## config.mk

```make
export PLATFORM = sky130hd
export DESIGN_NAME = fxp_mul_pipe
export DESIGN_NICKNAME = d
export VERILOG_FILES = /design/src/rtl/fxp_mul_pipe.sv
export SDC_FILE = /design/constraint.sdc
export NUM_CORES = 1
export LEC_CHECK = 0
export ABC_AREA = 1
export CAP_MARGIN = 10
export CORE_MARGIN = 8
export CORE_UTILIZATION = 50
export DETAILED_ROUTE_END_ITERATION = 6
export PLACE_DENSITY_LB_ADDON = 0.12
export SYNTH_ARGS = -nofsm -noshare
export SYNTH_HDL_FRONTEND = slang
export SYNTH_SLANG_ARGS = --single-unit
```

## constraint.sdc

```tcl
create_clock -name clk -period 2.3 [get_ports clk]
set_input_delay 0.23 -clock clk [delete_from_list [all_inputs] [get_ports clk]]
set_output_delay 0.23 -clock clk [all_outputs]
set_load 0.05 [all_outputs]
```

## src/rtl/fxp_mul_pipe.sv

```systemverilog
// Pipelined signed fixed-point multiplier: exact product, round half away from zero,
// saturation to OUT_W, global-stall valid/ready flow control and a saturation event counter.
module fxp_mul_pipe #(
    parameter int A_W        = 9,
    parameter int B_W        = 8,
    parameter int FRAC_SHIFT = 7,
    parameter int OUT_W      = 8,
    parameter int STAGES     = 2,
    parameter int CNT_W      = 16
) (
    input  logic                    clk,
    input  logic                    n_rst,
    input  logic                    in_valid,
    output logic                    in_ready,
    input  logic signed [A_W-1:0]   a,
    input  logic signed [B_W-1:0]   b,
    output logic                    out_valid,
    input  logic                    out_ready,
    output logic signed [OUT_W-1:0] out_data,
    output logic                    out_sat,
    output logic [CNT_W-1:0]        sat_cnt,
    input  logic                    sat_clr
);

    localparam int P_W = A_W + B_W;
    localparam int HS  = (FRAC_SHIFT > 0) ? FRAC_SHIFT - 1 : 0;
    localparam logic [P_W:0] HALF = (FRAC_SHIFT > 0) ? ((P_W+1)'(1) << HS) : '0;
    localparam logic signed [P_W:0] MAX_R = {{(P_W-OUT_W+2){1'b0}}, {(OUT_W-1){1'b1}}};
    localparam logic signed [P_W:0] MIN_R = {{(P_W-OUT_W+2){1'b1}}, {(OUT_W-1){1'b0}}};
    localparam logic signed [OUT_W-1:0] MAX_O = {1'b0, {(OUT_W-1){1'b1}}};
    localparam logic signed [OUT_W-1:0] MIN_O = {1'b1, {(OUT_W-1){1'b0}}};

    // Rounds on the magnitude so that -P always maps to the negation of P's result.
    function automatic logic signed [P_W:0] round_hafz(input logic signed [P_W-1:0] p);
        logic [P_W:0] mag;
        logic [P_W:0] q;
        mag = {1'b0, (p[P_W-1] ? -p : p)};
        q   = (mag + HALF) >> FRAC_SHIFT;
        return p[P_W-1] ? -$signed(q) : $signed(q);
    endfunction

    // Returns {sat_flag, clipped value}.
    function automatic logic [OUT_W:0] saturate(input logic signed [P_W:0] r);
        if (r > MAX_R)
            return {1'b1, MAX_O};
        else if (r < MIN_R)
            return {1'b1, MIN_O};
        else
            return {1'b0, r[OUT_W-1:0]};
    endfunction

    logic                    w_adv;
    logic signed [P_W-1:0]   w_prod_p0;
    logic signed [P_W-1:0]   w_prod_last;
    logic                    w_vld_last;
    logic [OUT_W:0]          w_res;
    logic                    r_vld_out;
    logic signed [OUT_W-1:0] r_out_data;
    logic                    r_out_sat;
    logic [CNT_W-1:0]        r_sat_cnt;

    assign w_adv    = ~r_vld_out | out_ready;
    assign in_ready = w_adv;

    // Stage 0: operands sign-extended to full product width so the product is exact.
    assign w_prod_p0 = $signed({{B_W{a[A_W-1]}}, a}) * $signed({{A_W{b[B_W-1]}}, b});

    generate
        if (STAGES == 1) begin : g_direct
            assign w_prod_last = w_prod_p0;
            assign w_vld_last  = in_valid;
        end else begin : g_delay
            logic signed [P_W-1:0] r_prod_p [STAGES-1];
            logic                  r_vld_p  [STAGES-1];

            // Stages 1..STAGES-1: product and valid delay line under the global stall.
            always_ff @(posedge clk or negedge n_rst) begin
                if (!n_rst) begin
                    for (int i = 0; i < STAGES-1; i++) begin
                        r_prod_p[i] <= '0;
                        r_vld_p[i]  <= 1'b0;
                    end
                end else if (w_adv) begin
                    r_prod_p[0] <= w_prod_p0;
                    r_vld_p[0]  <= in_valid;
                    for (int i = 1; i < STAGES-1; i++) begin
                        r_prod_p[i] <= r_prod_p[i-1];
                        r_vld_p[i]  <= r_vld_p[i-1];
                    end
                end
            end

            assign w_prod_last = r_prod_p[STAGES-2];
            assign w_vld_last  = r_vld_p[STAGES-2];
        end
    endgenerate

    assign w_res = saturate(round_hafz(w_prod_last));

    // Final stage: rounded and saturated result drives the outputs directly.
    always_ff @(posedge clk or negedge n_rst) begin
        if (!n_rst) begin
            r_vld_out  <= 1'b0;
            r_out_data <= '0;
            r_out_sat  <= 1'b0;
        end else if (w_adv) begin
            r_vld_out  <= w_vld_last;
            r_out_sat  <= w_res[OUT_W];
            r_out_data <= w_res[OUT_W-1:0];
        end
    end

    // Clear wins over a simultaneous increment; the counter sticks at all-ones.
    always_ff @(posedge clk or negedge n_rst) begin
        if (!n_rst)
            r_sat_cnt <= '0;
        else if (sat_clr)
            r_sat_cnt <= '0;
        else if (r_vld_out && out_ready && r_out_sat && (r_sat_cnt != '1))
            r_sat_cnt <= r_sat_cnt + CNT_W'(1);
    end

    assign out_valid = r_vld_out;
    assign out_data  = r_out_data;
    assign out_sat   = r_out_sat;
    assign sat_cnt   = r_sat_cnt;

endmodule

```

== Yosys cells after proc, flatten, opt, wreduce, memory -nomap -nowiden ==
Cells that the tools add are included.
W data, S select, Z words.

* Bits in registers: 44
* Output and inout bits: 27
* Bits of input ports: 22

* Order comparisons: 2
* Bitwise operators: 2
* Reduce and logical (&&, ||, !) cells: 4
* Multiply operators: 1
* Add/subtract/negate cells: 4
* Muxes and demuxes: 6
* Equality and inequality tests: 1

{| class="wikitable"
|+ Operator list
! kind !! number
|-
| $mux W16 || 2
|-
| $add A17 B7 Y18 const B || 1
|-
| $gt A18 B8 Y1 const B || 1
|-
| $lt A18 B8 Y1 const B || 1
|-
| $mux W18 || 1
|-
| $mux W9 || 2
|-
| $neg A11 Y18 || 1
|-
| $mul A9 B8 Y17 || 1
|-
| $mux W17 || 1
|-
| $neg A17 Y17 || 1
|-
| $add A16 B1 Y16 const B || 1
|-
| $ne A16 B16 Y1 const B || 1
|-
| $logic_and A1 B1 Y1 || 3
|-
| $reduce_bool A2 Y1 || 1
|-
| $not A1 Y1 || 1
|-
| $or A1 B1 Y1 || 1
|}

== Longest topological paths before layout ==
* Depth after elaboration: 8
* Mapped depth: 26
* Gate-level depth less buffers: 25

== Least setup slack after synthesis ==
OpenSTA, ideal clock, no wires.

* Path kind: input-to-reg
* Start point: input a[0]
* End point: register g_delay.r_prod_p[16] in the netlist's numbering
* Arrival: 4319 ps
* Stages: 22
* Required time: 2217 ps
* Setup time: 83 ps
* Path slack: -2102 ps
* Path buffers: 1
* Cells stage by stage: clkbuf_1 nor2_1 fa_1 fa_1 fa_1 inv_1 fa_1 inv_1 ha_1 inv_1 o31ai_1 nand3_1 nand2_1 nand3_1 nand2_1 nand3_1 nand2_1 nand2_1 a21oi_1 nor2_1 xor2_1 o21ai_0

* Longest elaborated chain between the ends: 1

{| class="wikitable"
|+ RTL lines
! what !! line !! RTL
|-
| from (decl) || 15 || <nowiki>input logic signed [A_W-1:0] a,</nowiki>
|-
| $mul A9 B8 Y17 || 66 || <nowiki>assign w_prod_p0 = $signed({{B_W{a[A_W-1]}}, a}) * $signed({{A_W{b[B_W-1]}}, b});</nowiki>
|-
| to (signal, indexed assignment) || 87 || <nowiki>r_prod_p[i] <= r_prod_p[i-1];</nowiki>
|-
| to (decl) || 73 || <nowiki>logic signed [P_W-1:0] r_prod_p [STAGES-1];</nowiki>
|}

Every way passes these cells.
A chain may end at the register's enable or synchronous reset.

== Worst setup path after layout ==
* Start point: input a[3]
* End point: register g_delay.r_prod_p[15] in the netlist's numbering

The elaborated chain is that of the path after synthesis.

==> metrics.cfg <==
[run_status]
status=finished with violations
violations=negative setup slack

[finish]
syn_to_final_growth_pct=40.5
postLayoutCellArea_um2=7870
layout-drive-gt1-share=0.350
layout_common_cells=nand2_1 (157), inv_1 (148), buf_4 (103), fa_1 (57), nand2_2 (48)
final_common_cell=nand2_1
finalNonFillerCells=1058
utilization=0.723
finalNetCount=1034
num_antenna_cells=0

[die]
core_um2=10900
dieWidth_um=122
die-area_um2=14800
fp-row-count=38
num_io_pins=49
initial_utilization=0.514
die_h_um=122

[setup_path]
cp_slowest_cell=fa_1
startpoint_type=input pin
slowest_delay_ps=540
rr_endpoint=out_sat
r2r-start=g_delay.r_prod_p[5]
critical_path.max_fanout=4
crit_chain=buf_8 -> buf_6 -> nand2_2 -> inv_2 -> fa_2 -> inv_2 -> fa_1 -> fa_1 -> fa_1 -> inv_2 -> ha_4 -> a21oi_2 -> nand2_2 -> nand2_4 -> nand2_4 -> a21oi_4 -> o21ai_2 -> a21oi_2 -> o21bai_1 -> a21oi_1 -> nor2_1 -> nor2_1 -> xor2_1 -> o21ai_1
critical-path-top-delay-family=adder cells
crit_buf_inv=5
arrival_ps=4160
ff2ff_path_depth=20
worst_setup_path_end_kind=flop
required_ps=2470
worst-r2r-setup-slack_ps=-410
worst-setup-path-type=input pin to flop

[synthesis]
syn-mean-instance-area_um2=7.27
synth_area_um2=5600
synth_warnings=0
ys_ff_latch=44
synth_cell_types=38
syn_inst=770
synth_seq_area_share=0.197
syn_nets=887

[detailed_routing]
via_count=5135
drtAntennaViolNets=0
route.detailed.drc=0
wl_per_cell_um=12.9
wl_met3_um=402
wirelength_mm=13.6
met2_wirelength_mm=7.47
routedLengthMet1_mm=5.42
top_layer=met4
drt_iter0_markers=284
dr.pass1.iters=4
routed_via_density=4.85

[sta]
rsz0062_at_grt=yes
fin_crit_sh=1.73
setup_ws_ps=-1690
hold_viol_final=0
fin_crit_ps=3990
setup_viol=22
worstMarginPinSlew_ps=604
slew_headroom=0.598
clock_skew_ps=10.2
slew_violations=0
clock.fmax_ghz=0.251

[placement]
gp_congestion=0.912
port_buffers=48
place_area_um2=7020
dpl.hpwl_mm=10.5
post-place-cells=1022
place_ws_ps=-2470

[clock_network]
cts_tree=done
path_clk_slew_ps=90
clk_latency_ps=300
htreeDepth=2
clk_path_buf_depth=2
clkSinkCount=44
cts_root_buffer=clkbuf_8
cts_buffers=5

[grt]
grt_pass1_vias=5404
grt_max_degree=28
grtUsageTotal=0.186
overflow=0
grt_pass1_wl_mm=23.1
antenna_found_initial=0

[worst_hold_path]
hp-start=a[0]
hold_path_end=g_delay.r_prod_p[0]
worstHoldPathType=input pin to flop
min_delay_path_depth=4

[power_and_ir_drop]
p_leak_nw=4.08
ir_drop_mv=0.890
power_density_nw_per_um2=1320
p_total_mw=10.4

[job]
drv_cap=0

==> through the flow <==
step / hold slack, ps / setup TNS, ps
2_1_floorplan: -65.6 / -14850
3_3_place_gp: 261 / -25170
3_5_place_dp: 274 / -27080
4_1_cts: 362 / -16990
5_1_grt: 394 / -21340
6_report: 373 / -17880
==> cells by family (layout without fill, tap and decap cells) <==
family,Yosys count,in the layout,synth area share
compound gates,71,71,0.0748
xor+xnor,22,22,0.0344
simple gates,335,335,0.263
flops,44,44,0.197
fa+ha+maj,95,95,0.294
buf+inv,203,351,0.137
==> worst reg2reg max path: cells and delay by family (launching register included) <==
kind / cells / cell delay, ps
and+or+nand+nor: 14 / 1240
DFF: 1 / 450
AOI/OAI and AO/OA: 3 / 570
adders and majority gates: 2 / 290
buffers and inverters: 1 / 30
==> area by class of cell <==
type	instances	area, um^2
well taps	140	175
fillers	872	3020
repair buffers	164	1430
multi-input cells	523	4340
clock inverters	2	60.1
inverters	179	689
flip-flops and latches	44	1110
clock buffers	6	72.6
==> worst max path at each step <==
stage | startpoint | to | slack [ps] | cells past startpoint
floorplan | a[5] | g_delay.r_prod_p[16] | -1730 | 23
global placement | b[1] | g_delay.r_prod_p[16] | -2340 | 23
detailed placement | b[1] | g_delay.r_prod_p[16] | -2470 | 23
CTS | b[4] | g_delay.r_prod_p[16] | -1610 | 23
global route | a[3] | g_delay.r_prod_p[15] | -1860 | 24
finish | a[3] | g_delay.r_prod_p[15] | -1690 | 24
==> flip-flops by register name, indices dropped and copies added (netlist names) <==
name,flops
out_sat,1
g_delay.r_vld_p,1
sat_cnt,16
g_delay.r_prod_p,17
out_data,8
out_valid,1
==> report_power, final <==
| part | total (mW) | leakage (nW) | switching, mW | internal (mW) |
|---|---|---|---|---|
| Combinational | 8.50 | 3.47 | 4.42 | 4.07 |
| Clock | 0.706 | 0.0654 | 0.271 | 0.434 |
| Sequential | 1.19 | 0.544 | 0.168 | 1.02 |
==> repair_timing <==
| item | in CTS | in global routing |
|---|---|---|
| resized for setup | 153 | 62 |
| hold buffers | 1 | 0 |
| pin swaps | 76 | 50 |
| hold endpoints to repair | 26 | 0 |
| buffers inserted | 31 | 12 |
| endpoints found under the setup margin | 23 | 26 |
==> cell usage after synthesis <==
cell type | count | area [um^2]
nor2_4 | 4 | 45.0
nand3_2 | 4 | 40.0
nand2_4 | 1 | 11.3
o21ai_4 | 1 | 16.3
nor3_1 | 4 | 20.0
o31ai_1 | 1 | 7.51
o22ai_2 | 1 | 12.5
ha_1 | 34 | 425
inv_1 | 170 | 638
nand2_1 | 195 | 732
clkinv_1 | 2 | 7.51
xnor2_1 | 9 | 78.8
nor2_1 | 50 | 188
o21bai_1 | 3 | 22.5
a211oi_1 | 3 | 22.5
nor4_1 | 3 | 18.8
o21a_1 | 2 | 15.0
nand4_1 | 3 | 18.8
a31oi_1 | 1 | 6.26
a21oi_4 | 1 | 16.3
or2_2 | 6 | 37.5
dfrtp_1 | 44 | 1100
xor2_1 | 13 | 114
clkbuf_1 | 21 | 78.8
buf_1 | 1 | 3.75
a221oi_1 | 1 | 8.76
nand3b_1 | 2 | 15.0
nand2_2 | 20 | 125
buf_4 | 1 | 7.51
o22ai_1 | 2 | 12.5
nor2_2 | 7 | 43.8
fa_1 | 61 | 1220
buf_2 | 1 | 5.00
o21ai_2 | 1 | 8.76
o21ai_0 | 28 | 140
nand3_1 | 36 | 180
inv_2 | 7 | 26.3
a21oi_1 | 26 | 130
==> routing by layer <==
layer	vias up	track usage
met5	-	0
met4	0	0.0640
met3	26	0.0171
met2	108	0.366
met1	2412	0.201
li1	2589	-
(Power assumes the default switching activity.)
